**src/rtl/hdmi_pkg.sv**
```systemverilog
// Shared HDMI constants: TMDS period encoding, preamble/guard/island lengths and CTL codes.
package hdmi_pkg;

  localparam logic [2:0] PER_CTRL    = 3'd0;
  localparam logic [2:0] PER_VID_PRE = 3'd1;
  localparam logic [2:0] PER_VID_GB  = 3'd2;
  localparam logic [2:0] PER_VIDEO   = 3'd3;
  localparam logic [2:0] PER_DI_PRE  = 3'd4;
  localparam logic [2:0] PER_DI_GB   = 3'd5;
  localparam logic [2:0] PER_DI_DATA = 3'd6;

  localparam int PRE_LEN     = 8;
  localparam int GB_LEN      = 2;
  localparam int DATA_LEN    = 32;
  localparam int ISLAND_LEN  = 44;
  localparam int MIN_CTL_GAP = 12;

  localparam logic [3:0] CTL_NONE    = 4'b0000;
  localparam logic [3:0] CTL_VID_PRE = 4'b1000;
  localparam logic [3:0] CTL_DI_PRE  = 4'b1010;

  typedef enum logic [2:0] {
    S_CTRL, S_DI_PRE, S_DI_GB_LEAD, S_DI_DATA, S_DI_GB_TRAIL, S_VID_PRE, S_VID_GB, S_VIDEO
  } state_e;

endpackage

```
**src/rtl/hdmi_period_scheduler.sv**
```systemverilog
// Schedules HDMI control, video and data-island periods per pixel; all outputs are
// registered one clock after the counterX/counterY/sync inputs they describe.
module hdmi_period_scheduler
  import hdmi_pkg::*;
#(
  parameter int H_ACTIVE = 640,
  parameter int H_TOTAL  = 800,
  parameter int V_ACTIVE = 480,
  parameter int V_TOTAL  = 525,
  parameter int ISLAND_X = 4
) (
  input  logic        clk,
  input  logic        reset,
  input  logic [10:0] counterX,
  input  logic [10:0] counterY,
  input  logic        hSync_in,
  input  logic        vSync_in,
  input  logic        pkt_valid,
  output logic        pkt_ready,
  output logic        pkt_rd,
  output logic [4:0]  pkt_idx,
  input  logic        pkt_hdr_bit,
  input  logic [3:0]  pkt_ch1,
  input  logic [3:0]  pkt_ch2,
  output logic [2:0]  period,
  output logic [3:0]  ctl,
  output logic        VDE,
  output logic        ADE,
  output logic        hSync,
  output logic        vSync,
  output logic [3:0]  aux_data_0,
  output logic [3:0]  aux_data_1,
  output logic [3:0]  aux_data_2
);

  localparam logic [10:0] X_VID_START = 11'(H_TOTAL - 10);
  localparam logic [10:0] X_VID_END   = 11'(H_ACTIVE);
  localparam logic [10:0] X_ISL_START = 11'(H_ACTIVE + ISLAND_X);
  localparam logic [10:0] Y_ACTIVE    = 11'(V_ACTIVE);
  localparam logic [10:0] Y_LAST      = 11'(V_TOTAL - 1);
  localparam logic [5:0]  PH_PRE_END  = 6'(PRE_LEN - 1);
  localparam logic [5:0]  PH_GB_END   = 6'(GB_LEN - 1);
  localparam logic [5:0]  PH_DATA_END = 6'(DATA_LEN - 1);

  if (H_ACTIVE + ISLAND_X + ISLAND_LEN + MIN_CTL_GAP > H_TOTAL - 10) begin : g_gap_check
    $error("data island leaves less than the minimum control gap before the video preamble");
  end

  state_e      state_q, state_d;
  logic [5:0]  phase_q, phase_d;
  logic [2:0]  period_q, period_d;
  logic [3:0]  ctl_q, ctl_d;
  logic        vde_q, vde_d, ade_q, ade_d;
  logic        hsync_q, vsync_q;
  logic        pkt_ready_q, pkt_ready_d, pkt_rd_q, pkt_rd_d;
  logic [4:0]  pkt_idx_q, pkt_idx_d;
  logic [3:0]  aux0_q, aux0_d, aux1_q, aux1_d, aux2_q, aux2_d;
  logic [10:0] y_next;
  logic        video_line;

  assign y_next     = counterY + 11'd1;
  assign video_line = (y_next < Y_ACTIVE) || (counterY == Y_LAST);

  // state_d/phase_d describe the pixel currently on counterX, given the previous pixel's state.
  always_comb begin
    state_d = state_q;
    phase_d = phase_q + 6'd1;
    case (state_q)
      S_CTRL: begin
        phase_d = '0;
        if (video_line && counterX == X_VID_START) state_d = S_VID_PRE;
        else if (pkt_valid && counterX == X_ISL_START) state_d = S_DI_PRE;
      end
      S_DI_PRE:      if (phase_q == PH_PRE_END)  begin state_d = S_DI_GB_LEAD;  phase_d = '0; end
      S_DI_GB_LEAD:  if (phase_q == PH_GB_END)   begin state_d = S_DI_DATA;     phase_d = '0; end
      S_DI_DATA:     if (phase_q == PH_DATA_END) begin state_d = S_DI_GB_TRAIL; phase_d = '0; end
      S_DI_GB_TRAIL: if (phase_q == PH_GB_END)   begin state_d = S_CTRL;        phase_d = '0; end
      S_VID_PRE:     if (phase_q == PH_PRE_END)  begin state_d = S_VID_GB;      phase_d = '0; end
      S_VID_GB:      if (phase_q == PH_GB_END)   begin state_d = S_VIDEO;       phase_d = '0; end
      S_VIDEO: begin
        phase_d = '0;
        if (counterX == X_VID_END) state_d = S_CTRL;
      end
      default: begin state_d = S_CTRL; phase_d = '0; end
    endcase
  end

  // pkt_rd/pkt_idx run one pixel ahead so the payload returned in that cycle is
  // captured into aux_data alongside the DI_DATA period it belongs to.
  always_comb begin
    period_d    = PER_CTRL;
    ctl_d       = CTL_NONE;
    vde_d       = 1'b0;
    ade_d       = 1'b0;
    pkt_ready_d = (state_q == S_CTRL) && (state_d == S_DI_PRE);
    pkt_rd_d    = 1'b0;
    pkt_idx_d   = '0;
    aux0_d      = '0;
    aux1_d      = '0;
    aux2_d      = '0;
    case (state_d)
      S_DI_PRE: begin
        period_d = PER_DI_PRE;
        ctl_d    = CTL_DI_PRE;
      end
      S_DI_GB_LEAD, S_DI_GB_TRAIL: begin
        period_d = PER_DI_GB;
        ade_d    = 1'b1;
        aux0_d   = {2'b11, vSync_in, hSync_in};
        if (state_d == S_DI_GB_LEAD && phase_d == PH_GB_END) pkt_rd_d = 1'b1;
      end
      S_DI_DATA: begin
        period_d = PER_DI_DATA;
        ade_d    = 1'b1;
        aux0_d   = {(phase_d[4:0] != 5'd0), pkt_hdr_bit, vSync_in, hSync_in};
        aux1_d   = pkt_ch1;
        aux2_d   = pkt_ch2;
        if (phase_d != PH_DATA_END) begin
          pkt_rd_d  = 1'b1;
          pkt_idx_d = phase_d[4:0] + 5'd1;
        end
      end
      S_VID_PRE: begin
        period_d = PER_VID_PRE;
        ctl_d    = CTL_VID_PRE;
      end
      S_VID_GB: period_d = PER_VID_GB;
      S_VIDEO: begin
        period_d = PER_VIDEO;
        vde_d    = 1'b1;
      end
      default: ;
    endcase
  end

  always_ff @(posedge clk) begin
    if (reset) begin
      state_q     <= S_CTRL;
      phase_q     <= '0;
      period_q    <= PER_CTRL;
      ctl_q       <= CTL_NONE;
      vde_q       <= 1'b0;
      ade_q       <= 1'b0;
      hsync_q     <= 1'b0;
      vsync_q     <= 1'b0;
      pkt_ready_q <= 1'b0;
      pkt_rd_q    <= 1'b0;
      pkt_idx_q   <= '0;
      aux0_q      <= '0;
      aux1_q      <= '0;
      aux2_q      <= '0;
    end else begin
      state_q     <= state_d;
      phase_q     <= phase_d;
      period_q    <= period_d;
      ctl_q       <= ctl_d;
      vde_q       <= vde_d;
      ade_q       <= ade_d;
      hsync_q     <= hSync_in;
      vsync_q     <= vSync_in;
      pkt_ready_q <= pkt_ready_d;
      pkt_rd_q    <= pkt_rd_d;
      pkt_idx_q   <= pkt_idx_d;
      aux0_q      <= aux0_d;
      aux1_q      <= aux1_d;
      aux2_q      <= aux2_d;
    end
  end

  assign period     = period_q;
  assign ctl        = ctl_q;
  assign VDE        = vde_q;
  assign ADE        = ade_q;
  assign hSync      = hsync_q;
  assign vSync      = vsync_q;
  assign pkt_ready  = pkt_ready_q;
  assign pkt_rd     = pkt_rd_q;
  assign pkt_idx    = pkt_idx_q;
  assign aux_data_0 = aux0_q;
  assign aux_data_1 = aux1_q;
  assign aux_data_2 = aux2_q;

endmodule

```
**config.mk**
```make
export PLATFORM = sky130hd
export DESIGN_NAME = hdmi_period_scheduler
export DESIGN_NICKNAME = d
export VERILOG_FILES = /design/src/rtl/hdmi_pkg.sv /design/src/rtl/hdmi_period_scheduler.sv
export SDC_FILE = /design/constraint.sdc
export NUM_CORES = 1
export LEC_CHECK = 0
export CAP_MARGIN = 20
export CORE_MARGIN = 10
export CORE_UTILIZATION = 40
export CTS_BUF_LIST = sky130_fd_sc_hd__clkbuf_8
export DETAILED_ROUTE_END_ITERATION = 8
export MAX_ROUTING_LAYER = met4
export PLACE_DENSITY_LB_ADDON = 0.25
export SLEW_MARGIN = 20
export SYNTH_ARGS = -nofsm -noshare
export SYNTH_HDL_FRONTEND = slang
export SYNTH_SLANG_ARGS = --single-unit
```
**constraint.sdc**
```tcl
create_clock -name clk -period 4.28 [get_ports clk]
set_clock_uncertainty 0.15 [all_clocks]
set_input_delay 0.856 -clock clk [delete_from_list [all_inputs] [get_ports clk]]
set_output_delay 0.856 -clock clk [all_outputs]
set_load 0.01 [all_outputs]
```
Word level (Yosys, flattened, before mapping)
Cells that the tools add are included.

word-level totals
  logic and storage cells = 79
  bits in registers = 39
  input bits = 36

cells by class
  bitwise operators = 2
  reductions and logical operators = 14
  magnitude comparators = 1
  add/sub/neg operators = 3
  equal/unequal tests = 23
  multiplexer cells = 22

operators with widths
  kind                                                                      number
  11-bit by 10-bit equality test with 1-bit output (second input constant)  4
  3-bit two-way mux                                                         9
  3-bit equality test (second input constant)                               8
  3-bit case mux with 8 select lines                                        1
  6-bit case mux with 4 select lines                                        1
  6-bit two-way mux                                                         3
  3-bit case mux with 6 select lines                                        1
  4-bit case mux with 2 select lines                                        2
  3-bit by 2-bit equality test with 1-bit output (second input constant)    4
  6-bit by 1-bit equality test with 1-bit output (second input constant)    2
  11-bit by 1-bit adder with 11-bit output (second input constant)          1
  11-bit by 9-bit < comparator with 1-bit output (second input constant)    1
  3-bit OR reduction                                                        3
  2-bit OR reduction                                                        4
  6-bit by 1-bit adder with 6-bit output (second input constant)            1
  3-bit by 1-bit equality test with 1-bit output (second input constant)    2
  6-bit by 3-bit equality test with 1-bit output (second input constant)    1
  6-bit by 5-bit equality test with 1-bit output (second input constant)    1
  6-bit by 5-bit inequality test with 1-bit output (second input constant)  1
  5-bit by 1-bit adder with 5-bit output (second input constant)            1
  5-bit nonzero test                                                        1
  1-bit logical AND                                                         4
  1-bit two-way mux                                                         4
  3-bit zero test                                                           1
  other kinds (3)                                                           4

Longest topological paths before layout
  depth in word-level cells = 10
  mapped depth = 11
  mapped depth without buffers = 11

Least setup slack after synthesis
No wires, ideal clock.

  kind = input to register
  start = input counterY[0]
  end = register aux0_q[2], in the netlist aux_data_0[2]
  setup slack = 1.555 ns
  data arrival time = 2.502 ns
  setup time = 0.073 ns
  required time = 4.057 ns
  stages = 7
  cells stage by stage = nor4_1 -> nand4_1 -> a211o_1 -> and3_1 -> or4_1 -> buf_2 -> o22ai_2

on the way
  word-level cells in the longest chain between the ends = 9

ends and longest elaborated chain
  element                                                                                RTL line                      RTL
  from (decl)                                                                            hdmi_period_scheduler.sv:15   input logic [10:0] counterY,
  11-bit by 1-bit adder with 11-bit output                                               hdmi_period_scheduler.sv:61   assign y_next = counterY + 11'd1;
  11-bit by 9-bit < comparator with 1-bit output                                         hdmi_period_scheduler.sv:62   assign video_line = (y_next < Y_ACTIVE) || (counterY == Y_LAST);
  1-bit logical OR *                                                                     hdmi_period_scheduler.sv:62
  1-bit logical AND *                                                                    hdmi_period_scheduler.sv:71   if (video_line && counterX == X_VID_START) state_d = S_VID_PRE;
  3-bit two-way mux *                                                                    hdmi_period_scheduler.sv:71
  3-bit case mux with 8 select lines *                                                   hdmi_period_scheduler.sv:68   case (state_q)
  3-bit by 2-bit equality test with 1-bit output or 3-bit equality test (tied branches)  hdmi_period_scheduler.sv:101  case (state_d)
  2-bit OR reduction                                                                     hdmi_period_scheduler.sv:101
  4-bit case mux with 2 select lines *                                                   hdmi_period_scheduler.sv:101
  to (signal assigned)                                                                   hdmi_period_scheduler.sv:164  aux0_q <= aux0_d;
  to (decl)                                                                              hdmi_period_scheduler.sv:57   logic [3:0] aux0_q, aux0_d, aux1_q, aux1_d, aux2_q, aux2_d;

Mark *: on every way between the ends. The rest lies on a longest branch, timed or not.
A chain may end at the register's enable or synchronous reset.

Final worst setup path
  start = input counterY[6]
  end = register aux0_q[3], in the netlist aux_data_0[3]

The elaborated chain is that of the path after synthesis.

==> reports/metrics.csv <==
stage,metric,value,unit
outcome,status,finished clean,
detailed_routing,M1 WL,1950,um
place,dpl hpwl,3680,um
power_and_ir_drop,sequential share of power,43.2,%
power_and_ir_drop,Cell Pwr Density,330,mW/mm^2
worst_setup_path,worst-case reg-to-reg path depth,11,
clocking,"CTS clk-pin slew, worst paths",0.08,ns
min_path,HP Start,phase_q[5]$_SDFF_PP0_,
clocking,Max clock buf depth,2,
power_and_ir_drop,Int Power,628,uW
min_path,Hold Path Class,reg -> reg,
cells_and_area,register area,741,um^2
global_route,vias in the first global route,1592,
detailed_routing,Detailed Routing Iterations Pass 1,4,
sta,final clock period utilization by the worst path,71.5,%
cells_and_area,multi-input logic area,946,um^2
detailed_routing,Initial DRC Count,92,
sta,unrepaired setup endpoints after global routing,no,
sta,slew margin rel.,53.9,%
place,IO buf count,63,
floorplan,Die ar.,0.00762,mm^2
detailed_routing,vias per cell,5.10,
detailed_routing,DR WL/cell,14.6,um
power_and_ir_drop,sw frac,25.9,%
detailed_routing,Post-Route WL,4660,um
floorplan,Core Area,0.00435,mm^2
power_and_ir_drop,maximum vdd drop,0.000285,V
power_and_ir_drop,clock power share,37.0,%
flow_run,total of max-cap violations,0,
floorplan,Initial Utilization,41.6,%
worst_setup_path,CP Max Fanout,6,
worst_setup_path,Critical Path Start,counterY[6],
clocking,htree depth,2,
power_and_ir_drop,static leakage,0.965,nW
worst_setup_path,flop-to-flop setup slack,1.26,ns
logic_synthesis,Synth Cell Area,0.00181,mm^2
clocking,CTS Buf Count,5,
power_and_ir_drop,total power,848,uW
sta,Max Clk Rate,327,MHz
floorplan,Die H,87.3,um
worst_setup_path,Worst EP arrival,3.14,ns
logic_synthesis,top_reg_cell synth,dfxtp_1,
sta,fin. max-slew vios,0,
logic_synthesis,register area share after synthesis,40.9,%
sta,post-layout min period,3.06,ns
sta,setup_tns,0,ns
logic_synthesis,Post-Syn Instances,208,
sta,# setup viols final,0,
clocking,Clock Latency Late Sink,0.29,ns
logic_synthesis,Yosys reg bits,37,
detailed_routing,Antenna Nets Post-Route,0,
floorplan,Site Rows,24,
worst_setup_path,critical path required time,4.35,ns
logic_synthesis,Syn Area/Cell,8.70,um^2
cells_and_area,area growth from synthesis to layout,41.7,%
place,pre-CTS setup slack,0.923,ns
logic_synthesis,yosys warns,0,
cells_and_area,share of layout cells above drive strength 1,8.96,%
logic_synthesis,asr flop ratio synth,0,%
detailed_routing,DRC,0,
clocking,CTS Hold Bufs,0,
clocking,CTS tree,yes,
worst_setup_path,crit path launch type,input pin,
worst_setup_path,RR Startpoint,phase_q[1]$_SDFF_PP0_,
detailed_routing,met2 routed WL,2390,um
global_route,first-pass GRT wire length,7620,um
floorplan,Die W,87.3,um
cells_and_area,"non-filler cells, final",320,
detailed_routing,highest routed layer,met4,
clocking,clk root buf,clkbuf_8,
cells_and_area,Nets,308,
cells_and_area,n_diodes,0,
floorplan,io pins,66,
place,Inst Count DP,312,
global_route,gr ovfl total,0,
place,gpl congestion,0.845,
cells_and_area,# fillers,393,
logic_synthesis,synth unique cells,53,
sta,PnR worst setup slack,1.22,ns
sta,final hold vios,0,
sta,Slew @ Worst Pin,0.691,ns
sta,WHS,0.518,ns
global_route,antenna violations before repair,0,
worst_setup_path,Critical Setup Path Class,in -> reg,
detailed_routing,routed via count,1631,
global_route,total track usage,12.6,%
detailed_routing,met3 wire len,287,um
logic_synthesis,Post-synth EDFFs,0,
clocking,Clock Sinks,37,
worst_setup_path,kind of end point of the critical path,flip-flop,
clocking,CTS resizes,0,
power_and_ir_drop,sw power,220,uW
power_and_ir_drop,Logic pwr share,19.8,%
clocking,setup repair bufs after CTS,0,
global_route,largest net degree at the start of global routing,20,
worst_setup_path,Critical R2R Capture,pkt_rd$_SDFF_PP0_,
worst_setup_path,Worst Setup EP,aux_data_0[3]$_SDFF_PP0_,
synth_stat cells, types with 3 or more instances:
master	count	area [um^2]
ha_1	5	62.6
nand2_1	8	30.0
dfxtp_1	37	741
buf_2	5	25.0
nor2b_1	6	37.5
and3_1	4	25.0
nor3_1	25	125
o22ai_2	3	37.5
clkbuf_1	4	15.0
nor2_1	15	56.3
nand3_1	7	35.0
nand4_1	6	37.5
xor2_1	5	43.8
o21ai_0	3	15.0
and2_1	3	18.8
nor4_1	3	18.8
o211ai_1	4	30.0
xnor2_1	4	35.0
inv_1	14	52.6
a21oi_1	8	40.0
registers in the layout, summed over array words and instances (netlist names):
signal	cells
phase_q	6
pkt_idx	5
aux_data_0	4
aux_data_1	4
aux_data_2	4
period	3
state_q	3
ctl	2
ADE	1
VDE	1
hSync	1
pkt_rd	1
pkt_ready	1
vSync	1
logic make-up (layout without fill, tap and decap cells):
family,Yosys count,in the layout,synth area share [%]
xor+xnor,9,9,4.35
mux,2,2,1.17
fa+ha+maj,5,5,3.46
buf+inv,28,87,7.05
compound gates,37,37,16.1
other cells,1,2,0.207
simple gates,89,89,26.7
flops,37,37,40.9
power groups by stage:
| stage | Sequential [mW] | Clock (mW) | Combinational [mW] |
|---|---|---|---|
| after floorplan | 0.372 | 0 | 0.0965 |
| after global placement | 0.374 | 0 | 0.165 |
| after detailed placement | 0.374 | 0 | 0.166 |
| after CTS | 0.366 | 0.316 | 0.167 |
| after global routing | 0.368 | 0.334 | 0.185 |
| final | 0.366 | 0.314 | 0.168 |
through the flow:
stage | util [%] | area, um^2
3_3_place_gp | 56.2 | 2450
2_1_floorplan | - | 1810
4_1_cts | 58.9 | 2570
3_5_place_dp | 56.2 | 2450
6_report | 58.9 | 2570
5_1_grt | 58.9 | 2570
worst max-delay path, stage by stage:
cell,delay (ns)
clkdlybuf4s50_1,0.44
nor4_1,0.29
nand4_1,0.14
a211o_1,0.35
and3_1,0.22
or4_1,0.66
o22ai_2,0.18
cell usage in the layout, fill, tap and decap left out, drive strengths merged, types with 6 or more instances in the layout:
master | netlist | routed
nand2 | 8 | 8
nand3 | 7 | 7
dfxtp | 37 | 37
inv | 15 | 15
clkbuf | 5 | 6
nand4 | 6 | 6
nor2b | 6 | 6
clkdlybuf4s50 | 0 | 63
a21oi | 8 | 8
nor2 | 15 | 15
nor3 | 25 | 25
how the worst min path moves through the flow:
| stage | end | cells after the start |
|---|---|---|
| 2_1_floorplan | phase_q[0]$_SDFF_PP0_ | 3 |
| 3_3_place_gp | phase_q[5]$_SDFF_PP0_ | 2 |
| 3_5_place_dp | phase_q[5]$_SDFF_PP0_ | 2 |
| 4_1_cts | phase_q[5]$_SDFF_PP0_ | 2 |
| 5_1_grt | phase_q[5]$_SDFF_PP0_ | 2 |
| 6_report | phase_q[5]$_SDFF_PP0_ | 2 |
routing by layer:
metal	global-route usage (%)	up-vias
met5	-	-
met3	4.78	6
met1	13.8	740
li1	-	853
met2	21.2	32
met4	2.46	0
final cells by class:
class / count / area share [%]
Clock buffer: 6 / 3.22
Clock inverter: 2 / 1.46
Inverter: 15 / 2.19
Multi-Input combinational cell: 144 / 36.9
Sequential cell: 37 / 28.9
Tap cell: 52 / 2.54
Timing Repair Buffer: 64 / 24.9
Power figures use the tool's default switching activity.
